==> src/rtl/dma_axi_to_reg_pkg.sv <==
// Shared types for the AXI-to-register DMA frontend bridge.
// Provides the AXI channel structs (request/response bundles), the
// register-interface request/response structs and the AXI encodings.
// Widths are fixed here: 32-bit address, 4-bit ID, 64-bit data
// (ByteWidthInPowersOfTwo = 3), 8-bit burst length.
package dma_axi_to_reg_pkg;

  typedef logic [2:0] size_t;
  typedef logic [1:0] burst_t;
  typedef logic [1:0] resp_t;

  localparam burst_t BURST_FIXED = 2'b00;
  localparam burst_t BURST_INCR  = 2'b01;
  localparam burst_t BURST_WRAP  = 2'b10;

  localparam resp_t RESP_OKAY   = 2'b00;
  localparam resp_t RESP_SLVERR = 2'b10;

  localparam int unsigned AddrWidth = 32;
  localparam int unsigned DataWidth = 64;
  localparam int unsigned StrbWidth = DataWidth / 8;
  localparam int unsigned IdWidth   = 4;

  typedef logic [AddrWidth-1:0] addr_t;
  typedef logic [DataWidth-1:0] data_t;
  typedef logic [StrbWidth-1:0] strb_t;
  typedef logic [IdWidth-1:0]   id_t;
  typedef logic [7:0]           len_t;

  typedef struct packed {
    id_t    id;
    addr_t  addr;
    len_t   len;
    size_t  size;
    burst_t burst;
  } ax_chan_t;

  typedef struct packed {
    data_t data;
    strb_t strb;
    logic  last;
  } w_chan_t;

  typedef struct packed {
    id_t   id;
    resp_t resp;
  } b_chan_t;

  typedef struct packed {
    id_t   id;
    data_t data;
    resp_t resp;
    logic  last;
  } r_chan_t;

  typedef struct packed {
    ax_chan_t aw;
    logic     aw_valid;
    w_chan_t  w;
    logic     w_valid;
    logic     b_ready;
    ax_chan_t ar;
    logic     ar_valid;
    logic     r_ready;
  } axi_req_t;

  typedef struct packed {
    logic    aw_ready;
    logic    ar_ready;
    logic    w_ready;
    logic    b_valid;
    b_chan_t b;
    logic    r_valid;
    r_chan_t r;
  } axi_rsp_t;

  typedef struct packed {
    addr_t addr;
    logic  write;
    data_t wdata;
    strb_t wstrb;
    logic  valid;
  } reg_req_t;

  typedef struct packed {
    data_t rdata;
    logic  error;
    logic  ready;
  } reg_rsp_t;

endpackage

==> src/rtl/dma_axi_to_reg.sv <==
// AXI subordinate to register-interface bridge for the DMA frontend.
// One transaction in flight; each AXI beat becomes one register access.
// Ports:
//   clk_i     - clock
//   rst_ni    - asynchronous active-low reset
//   axi_req_i - AXI request (AW/W/AR channels, B/R ready)
//   axi_rsp_o - AXI response (AW/W/AR ready, B/R channels)
//   reg_req_o - register request (addr, write, wdata, wstrb, valid)
//   reg_rsp_i - register response (rdata, error, ready)
module dma_axi_to_reg #(
  parameter type axi_req_t = dma_axi_to_reg_pkg::axi_req_t,
  parameter type axi_rsp_t = dma_axi_to_reg_pkg::axi_rsp_t,
  parameter type reg_req_t = dma_axi_to_reg_pkg::reg_req_t,
  parameter type reg_rsp_t = dma_axi_to_reg_pkg::reg_rsp_t,
  parameter dma_axi_to_reg_pkg::size_t ByteWidthInPowersOfTwo = dma_axi_to_reg_pkg::size_t'(3)
) (
  input  logic     clk_i,
  input  logic     rst_ni,
  input  axi_req_t axi_req_i,
  output axi_rsp_t axi_rsp_o,
  output reg_req_t reg_req_o,
  input  reg_rsp_t reg_rsp_i
);
  import dma_axi_to_reg_pkg::*;

  typedef enum logic [2:0] {
    IDLE,
    WR_DATA,
    WR_REG,
    WR_RESP,
    RD_REG,
    RD_RESP
  } state_e;

  localparam addr_t BeatBytes = addr_t'(1) << ByteWidthInPowersOfTwo;

  state_e state_q;
  id_t    id_q;
  addr_t  addr_q;
  burst_t burst_q;
  len_t   cnt_q;
  data_t  wdata_q;
  strb_t  wstrb_q;
  data_t  rdata_q;
  logic   rerr_q;
  logic   err_q;
  logic   last_wr_q;

  logic  grant_wr;
  logic  grant_rd;
  logic  tie;
  addr_t addr_next;

  // last_wr_q only moves on contention, so a lone request never
  // disturbs the tie-break order.
  assign tie       = axi_req_i.aw_valid && axi_req_i.ar_valid;
  assign grant_wr  = axi_req_i.aw_valid && (!axi_req_i.ar_valid || !last_wr_q);
  assign grant_rd  = axi_req_i.ar_valid && !grant_wr;
  assign addr_next = (burst_q == BURST_FIXED) ? addr_q : addr_q + BeatBytes;

  always_ff @(posedge clk_i or negedge rst_ni) begin
    if (!rst_ni) begin
      state_q   <= IDLE;
      id_q      <= '0;
      addr_q    <= '0;
      burst_q   <= '0;
      cnt_q     <= '0;
      wdata_q   <= '0;
      wstrb_q   <= '0;
      rdata_q   <= '0;
      rerr_q    <= 1'b0;
      err_q     <= 1'b0;
      last_wr_q <= 1'b0;
    end else begin
      case (state_q)
        IDLE: begin
          if (grant_wr) begin
            id_q    <= axi_req_i.aw.id;
            addr_q  <= axi_req_i.aw.addr;
            cnt_q   <= axi_req_i.aw.len;
            burst_q <= axi_req_i.aw.burst;
            err_q   <= 1'b0;
            state_q <= WR_DATA;
            if (tie) last_wr_q <= 1'b1;
          end else if (grant_rd) begin
            id_q    <= axi_req_i.ar.id;
            addr_q  <= axi_req_i.ar.addr;
            cnt_q   <= axi_req_i.ar.len;
            burst_q <= axi_req_i.ar.burst;
            state_q <= RD_REG;
            if (tie) last_wr_q <= 1'b0;
          end
        end
        WR_DATA: begin
          if (axi_req_i.w_valid) begin
            wdata_q <= axi_req_i.w.data;
            wstrb_q <= axi_req_i.w.strb;
            state_q <= WR_REG;
          end
        end
        WR_REG: begin
          if (reg_rsp_i.ready) begin
            err_q <= err_q | reg_rsp_i.error;
            if (cnt_q == '0) begin
              state_q <= WR_RESP;
            end else begin
              cnt_q   <= cnt_q - len_t'(1);
              addr_q  <= addr_next;
              state_q <= WR_DATA;
            end
          end
        end
        WR_RESP: begin
          if (axi_req_i.b_ready) begin
            err_q   <= 1'b0;
            state_q <= IDLE;
          end
        end
        RD_REG: begin
          if (reg_rsp_i.ready) begin
            rdata_q <= reg_rsp_i.rdata;
            rerr_q  <= reg_rsp_i.error;
            state_q <= RD_RESP;
          end
        end
        RD_RESP: begin
          if (axi_req_i.r_ready) begin
            if (cnt_q == '0) begin
              state_q <= IDLE;
            end else begin
              cnt_q   <= cnt_q - len_t'(1);
              addr_q  <= addr_next;
              state_q <= RD_REG;
            end
          end
        end
        default: state_q <= IDLE;
      endcase
    end
  end

  // Outputs decode from registered state only; the IDLE readies are the
  // exception and are gated by reset so nothing is accepted while it is held.
  always_comb begin
    axi_rsp_o = '0;
    reg_req_o = '0;
    case (state_q)
      IDLE: begin
        if (rst_ni) begin
          axi_rsp_o.aw_ready = grant_wr;
          axi_rsp_o.ar_ready = grant_rd;
        end
      end
      WR_DATA: axi_rsp_o.w_ready = 1'b1;
      WR_REG, RD_REG: begin
        reg_req_o.valid = 1'b1;
        reg_req_o.write = (state_q == WR_REG);
        reg_req_o.addr  = addr_q;
        reg_req_o.wdata = wdata_q;
        reg_req_o.wstrb = wstrb_q;
      end
      WR_RESP: begin
        axi_rsp_o.b_valid = 1'b1;
        axi_rsp_o.b.id    = id_q;
        axi_rsp_o.b.resp  = err_q ? RESP_SLVERR : RESP_OKAY;
      end
      RD_RESP: begin
        axi_rsp_o.r_valid = 1'b1;
        axi_rsp_o.r.id    = id_q;
        axi_rsp_o.r.data  = rdata_q;
        axi_rsp_o.r.resp  = rerr_q ? RESP_SLVERR : RESP_OKAY;
        axi_rsp_o.r.last  = (cnt_q == '0);
      end
      default: ;
    endcase
  end

  // Unsupported request shapes: narrow/wide beats and WRAP bursts are not
  // handled; W.last must line up with the beat counter.
  always_ff @(posedge clk_i) begin
    if (rst_ni && state_q == IDLE && axi_req_i.aw_valid) begin
      assert (axi_req_i.aw.size == ByteWidthInPowersOfTwo)
        else $error("aw.size %0d unsupported", axi_req_i.aw.size);
      assert (axi_req_i.aw.burst != BURST_WRAP)
        else $error("aw WRAP burst unsupported");
    end
    if (rst_ni && state_q == IDLE && axi_req_i.ar_valid) begin
      assert (axi_req_i.ar.size == ByteWidthInPowersOfTwo)
        else $error("ar.size %0d unsupported", axi_req_i.ar.size);
      assert (axi_req_i.ar.burst != BURST_WRAP)
        else $error("ar WRAP burst unsupported");
    end
    if (rst_ni && state_q == WR_DATA && axi_req_i.w_valid) begin
      assert (axi_req_i.w.last == (cnt_q == '0))
        else $error("w.last does not match burst length");
    end
  end

endmodule

==> config.mk <==
export PLATFORM = sky130hd
export DESIGN_NAME = dma_axi_to_reg
export DESIGN_NICKNAME = d
export VERILOG_FILES = /design/src/rtl/dma_axi_to_reg_pkg.sv /design/src/rtl/dma_axi_to_reg.sv
export SDC_FILE = /design/constraint.sdc
export NUM_CORES = 1
export LEC_CHECK = 0
export BUFFER_PORTS_ARGS = -buffer_cell sky130_fd_sc_hd__buf_2
export CAP_MARGIN = 5
export CORE_MARGIN = 8
export CORE_UTILIZATION = 30
export CTS_CLUSTER_DIAMETER = 150
export CTS_CLUSTER_SIZE = 20
export DETAILED_ROUTE_END_ITERATION = 16
export HOLD_SLACK_MARGIN = 0.12
export PLACE_DENSITY_LB_ADDON = 0.12
export SLEW_MARGIN = 20
export SYNTH_ARGS = -nofsm -noshare
export SYNTH_HDL_FRONTEND = slang
export SYNTH_SLANG_ARGS = --single-unit
==> constraint.sdc <==
create_clock -name clk_i -period 2.9 [get_ports clk_i]
set_input_delay 0.58 -clock clk_i [delete_from_list [all_inputs] [get_ports clk_i]]
set_output_delay 0.58 -clock clk_i [all_outputs]
set_load 0.05 [all_outputs]
==> impl_summary.txt <==
----------------------------------------------------
[Worst setup path]
  Startpoint type of the worst setup path ... flop
  RR Startpoint ... state_q[0]
  Maximum fanout along the worst path ... 78
  Critical path data required time ... 2.32 ns
  Setup slack of the worst register-to-register path ... 0.57 ns
  Capture instance of the worst register-to-register path ... wdata_q[46]
  Worst setup EP type ... primary output
  Number of cells traversed by the worst register-to-register path ... 6
  Data arrival, critical path ... 2.20 ns
  Worst setup path category ... reg -> out

[Yosys]
  Sequential-to-total area share from yosys stat ... 0.478
  Top cells by instance count after synthesis ... 188 x sky130_fd_sc_hd__dfrtp_1, 177 x sky130_fd_sc_hd__and2_1, 97 x sky130_fd_sc_hd__nand2_1
  Number of storage elements in the synthesis netlist ... 188
  Number of unique standard cell types used by synthesis ... 58
  Largest cells by area after synthesis ... sky130_fd_sc_hd__dfrtp_1 48%, sky130_fd_sc_hd__and2_1 11%, sky130_fd_sc_hd__mux2_1 7.9%
  Synthesized instance count ... 953
  Syn Area/Cell ... 10.3 µm²
  Most frequently used flop master after synthesis ... sky130_fd_sc_hd__dfrtp_1
  Yosys warning count ... 0
  Post-synthesis cell type with the largest combined area ... sky130_fd_sc_hd__dfrtp_1
  Top-area cell type share of the netlist area ... 0.478
  EDFF count, synth ... 0
  Fraction of registers with async set/reset ... 1.00
  Dominant cell by count in the synthesized netlist ... sky130_fd_sc_hd__dfrtp_1
  Synth Cell Area ... 0.00985 mm²

[Worst hold path]
  Cell depth of the worst min-delay path ... 2
  Class of the tightest hold or removal check ... in -> reg
  Min-Delay Endpoint ... wdata_q[18]
  Worst hold path startpoint ... axi_req_i[80]

[Clocking]
  Post-CTS Setup Repair Bufs ... 0
  Clock latency on the worst-skew pair ... 0.45 ns
  Number of buffers added by the clock tree synthesis step ... 17
  H-tree Lvls ... 4
  Number of clock sinks ... 188
  TritonCTS clock tree ... yes
  Clock slew seen by the registers of the worst setup and hold paths ... 0.07 ns
  Buffer depth of the longest clock path ... 2
  Buffer cell driving the clock tree root ... sky130_fd_sc_hd__clkbuf_16

[Die]
  Initial core utilization ... 0.304
  Row count ... 66
  Core Box Area ... 0.0325 mm²
  Area enclosed by the die boundary ... 0.0389 mm²
  Die width ... 197 µm
  Vert. Die Dim ... 197 µm
  Num ports ... 432

[GRT]
  Wire length of the first global-routing pass ... 50.3 mm
  Via count of the first global-routing pass ... 8,685
  Initial antenna violation count ... 4
  Tot GR Track Use ... 0.163
  Maximum number of pins on one net before global-route repair ... 113
  Aggregate global routing overflow ... 0

[Route]
  Antenna viol nets, final ... 0
  Sum of routed wire length over all layers ... 32.2 mm
  First-pass iteration count of the detailed router ... 5
  Drt wl/cell ... 17.8 µm
  Routed vias ... 8,429
  First-iteration detailed-routing DRC count ... 361
  Total DRC errors in the routed layout ... 0
  Via/cell ratio ... 4.65

[Layout]
  Layout-stage area growth over the synthesis result ... 33.3%
  Layout cells sized above 1 ... 0.411
  NumNets Final ... 1,603
  Final non-filler cell area ... 0.0131 mm²

[Timing]
  Final worst path period share ... 0.959
  Clock Skew ... 0.0152 ns
  Setup TNS ... 0 ns
  RSZ-0062 raised after global routing ... no
  Relative slew margins ... 0.450
  Maximum achievable frequency ... 0.359 GHz
  Number of pins with negative max-slew slack in the final report ... 0
  Hold violation count in the final report ... 0
  Time the final worst path needs with I/O delays and setup ... 2.78 ns
  Total of endpoints with negative setup slack in the final report ... 0
  Worst-Margin Slew ... 0.825 ns

[Placed design]
  DP HPWL ... 24.3 mm
  Final weighted congestion of routability-driven global placement ... 0.785
  Placed cell area ... 0.0125 mm²
  Count of input and output buffers ... 422

[Run]
  Reported max-cap violation count ... 0

[Outcome]
  Run status ... complete, no violations

----------------------------------------------------
## through the flow
stage,cells,hold slack [ns],worst slack [ns],util
floorplan,954,0.284,0.266,-
global placement,1779,0.453,0.544,0.386
detailed placement,1779,0.457,0.549,0.386
CTS,1811,0.311,0.0637,0.404
global route,1812,0.326,0.00249,0.404
finish,1813,0.339,0.118,0.404
## cell families (layout without fill, tap and decap cells)
kind of cell,after synthesis,in the layout,synth area share
mux,152,152,0.172
buf+inv,74,489,0.0394
simple gates,398,398,0.217
xor+xnor,2,2,0.00178
other cells,1,4,0.000381
fa+ha+maj,2,2,0.00254
compound gates,136,136,0.0897
flops,188,188,0.478
## what timing repair did
action / 4_1_cts / 5_1_grt
gates resized for setup: 0 / 2
endpoints found under the setup margin: 0 / 21
hold buffers: 1 / 0
hold endpoints to repair: 16 / 0
## state kept, by name, summed over array words and instances, names as in the netlist
signal,flops
cnt_q,8
rerr_q,1
err_q,1
last_wr_q,1
burst_q,2
id_q,4
rdata_q,64
state_q,3
wdata_q,64
wstrb_q,8
addr_q,32
## critical path: stages, from the launching register on
cell and delay (ns):
sky130_fd_sc_hd__dfrtp_1 0.42, sky130_fd_sc_hd__buf_4 0.18, sky130_fd_sc_hd__xnor2_1 0.38, sky130_fd_sc_hd__nor2_4 0.07
sky130_fd_sc_hd__buf_12 0.18, sky130_fd_sc_hd__and2_1 0.24, sky130_fd_sc_hd__buf_2 0.21
## worst max-delay path by stage
stage,from,end,cells after the start
after detailed placement,state_q[1],wstrb_q[5],6
after CTS,state_q[1],axi_rsp_o[15],5
final,state_q[1],reg_req_o[52],6
after floorplan,state_q[0],axi_rsp_o[73],4
after global routing,state_q[2],reg_req_o[52],6
after global placement,state_q[2],wdata_q[63],6
## final cells by class
class | instances | area [µm²]
Antenna cell | 2 | 5.00
Clock buffer | 20 | 457
Clock inverter | 11 | 133
Fill cell | 3352 | 19300
Inverter | 8 | 31.3
Multi-Input combinational cell | 692 | 4790
Sequential cell | 188 | 4700
Tap cell | 442 | 553
Timing Repair Buffer | 450 | 2450
## layout by cell type (no fill, tap or decap), drive strengths merged, types with 3 or more instances in the layout
cell / count
buf: 448
nand4: 8
clkinv: 5
inv: 11
mux2i: 14
and2: 177
nor2: 33
nand2: 98
mux2: 138
o21ai: 40
and3: 8
nand3b: 3
o31ai: 6
nor3: 14
o22a: 8
dfrtp: 188
a22o: 3
a21oi: 41
nor4: 7
nand3: 44
a2bb2oi: 12
clkbuf: 21
## metal layers
metal  vias to the layer above  part of all wire  GRT usage
li1                       4104                 -          -
met1                      3996              0.42      0.196
met2                       276              0.49      0.274
met3                        47             0.063     0.0453
met4                         6             0.026     0.0632
met5                         -            0.0011          0
Power is left out: the tool's default activity adds up to more than one toggle a clock period on the data nets, which glitch-free logic cannot reach.
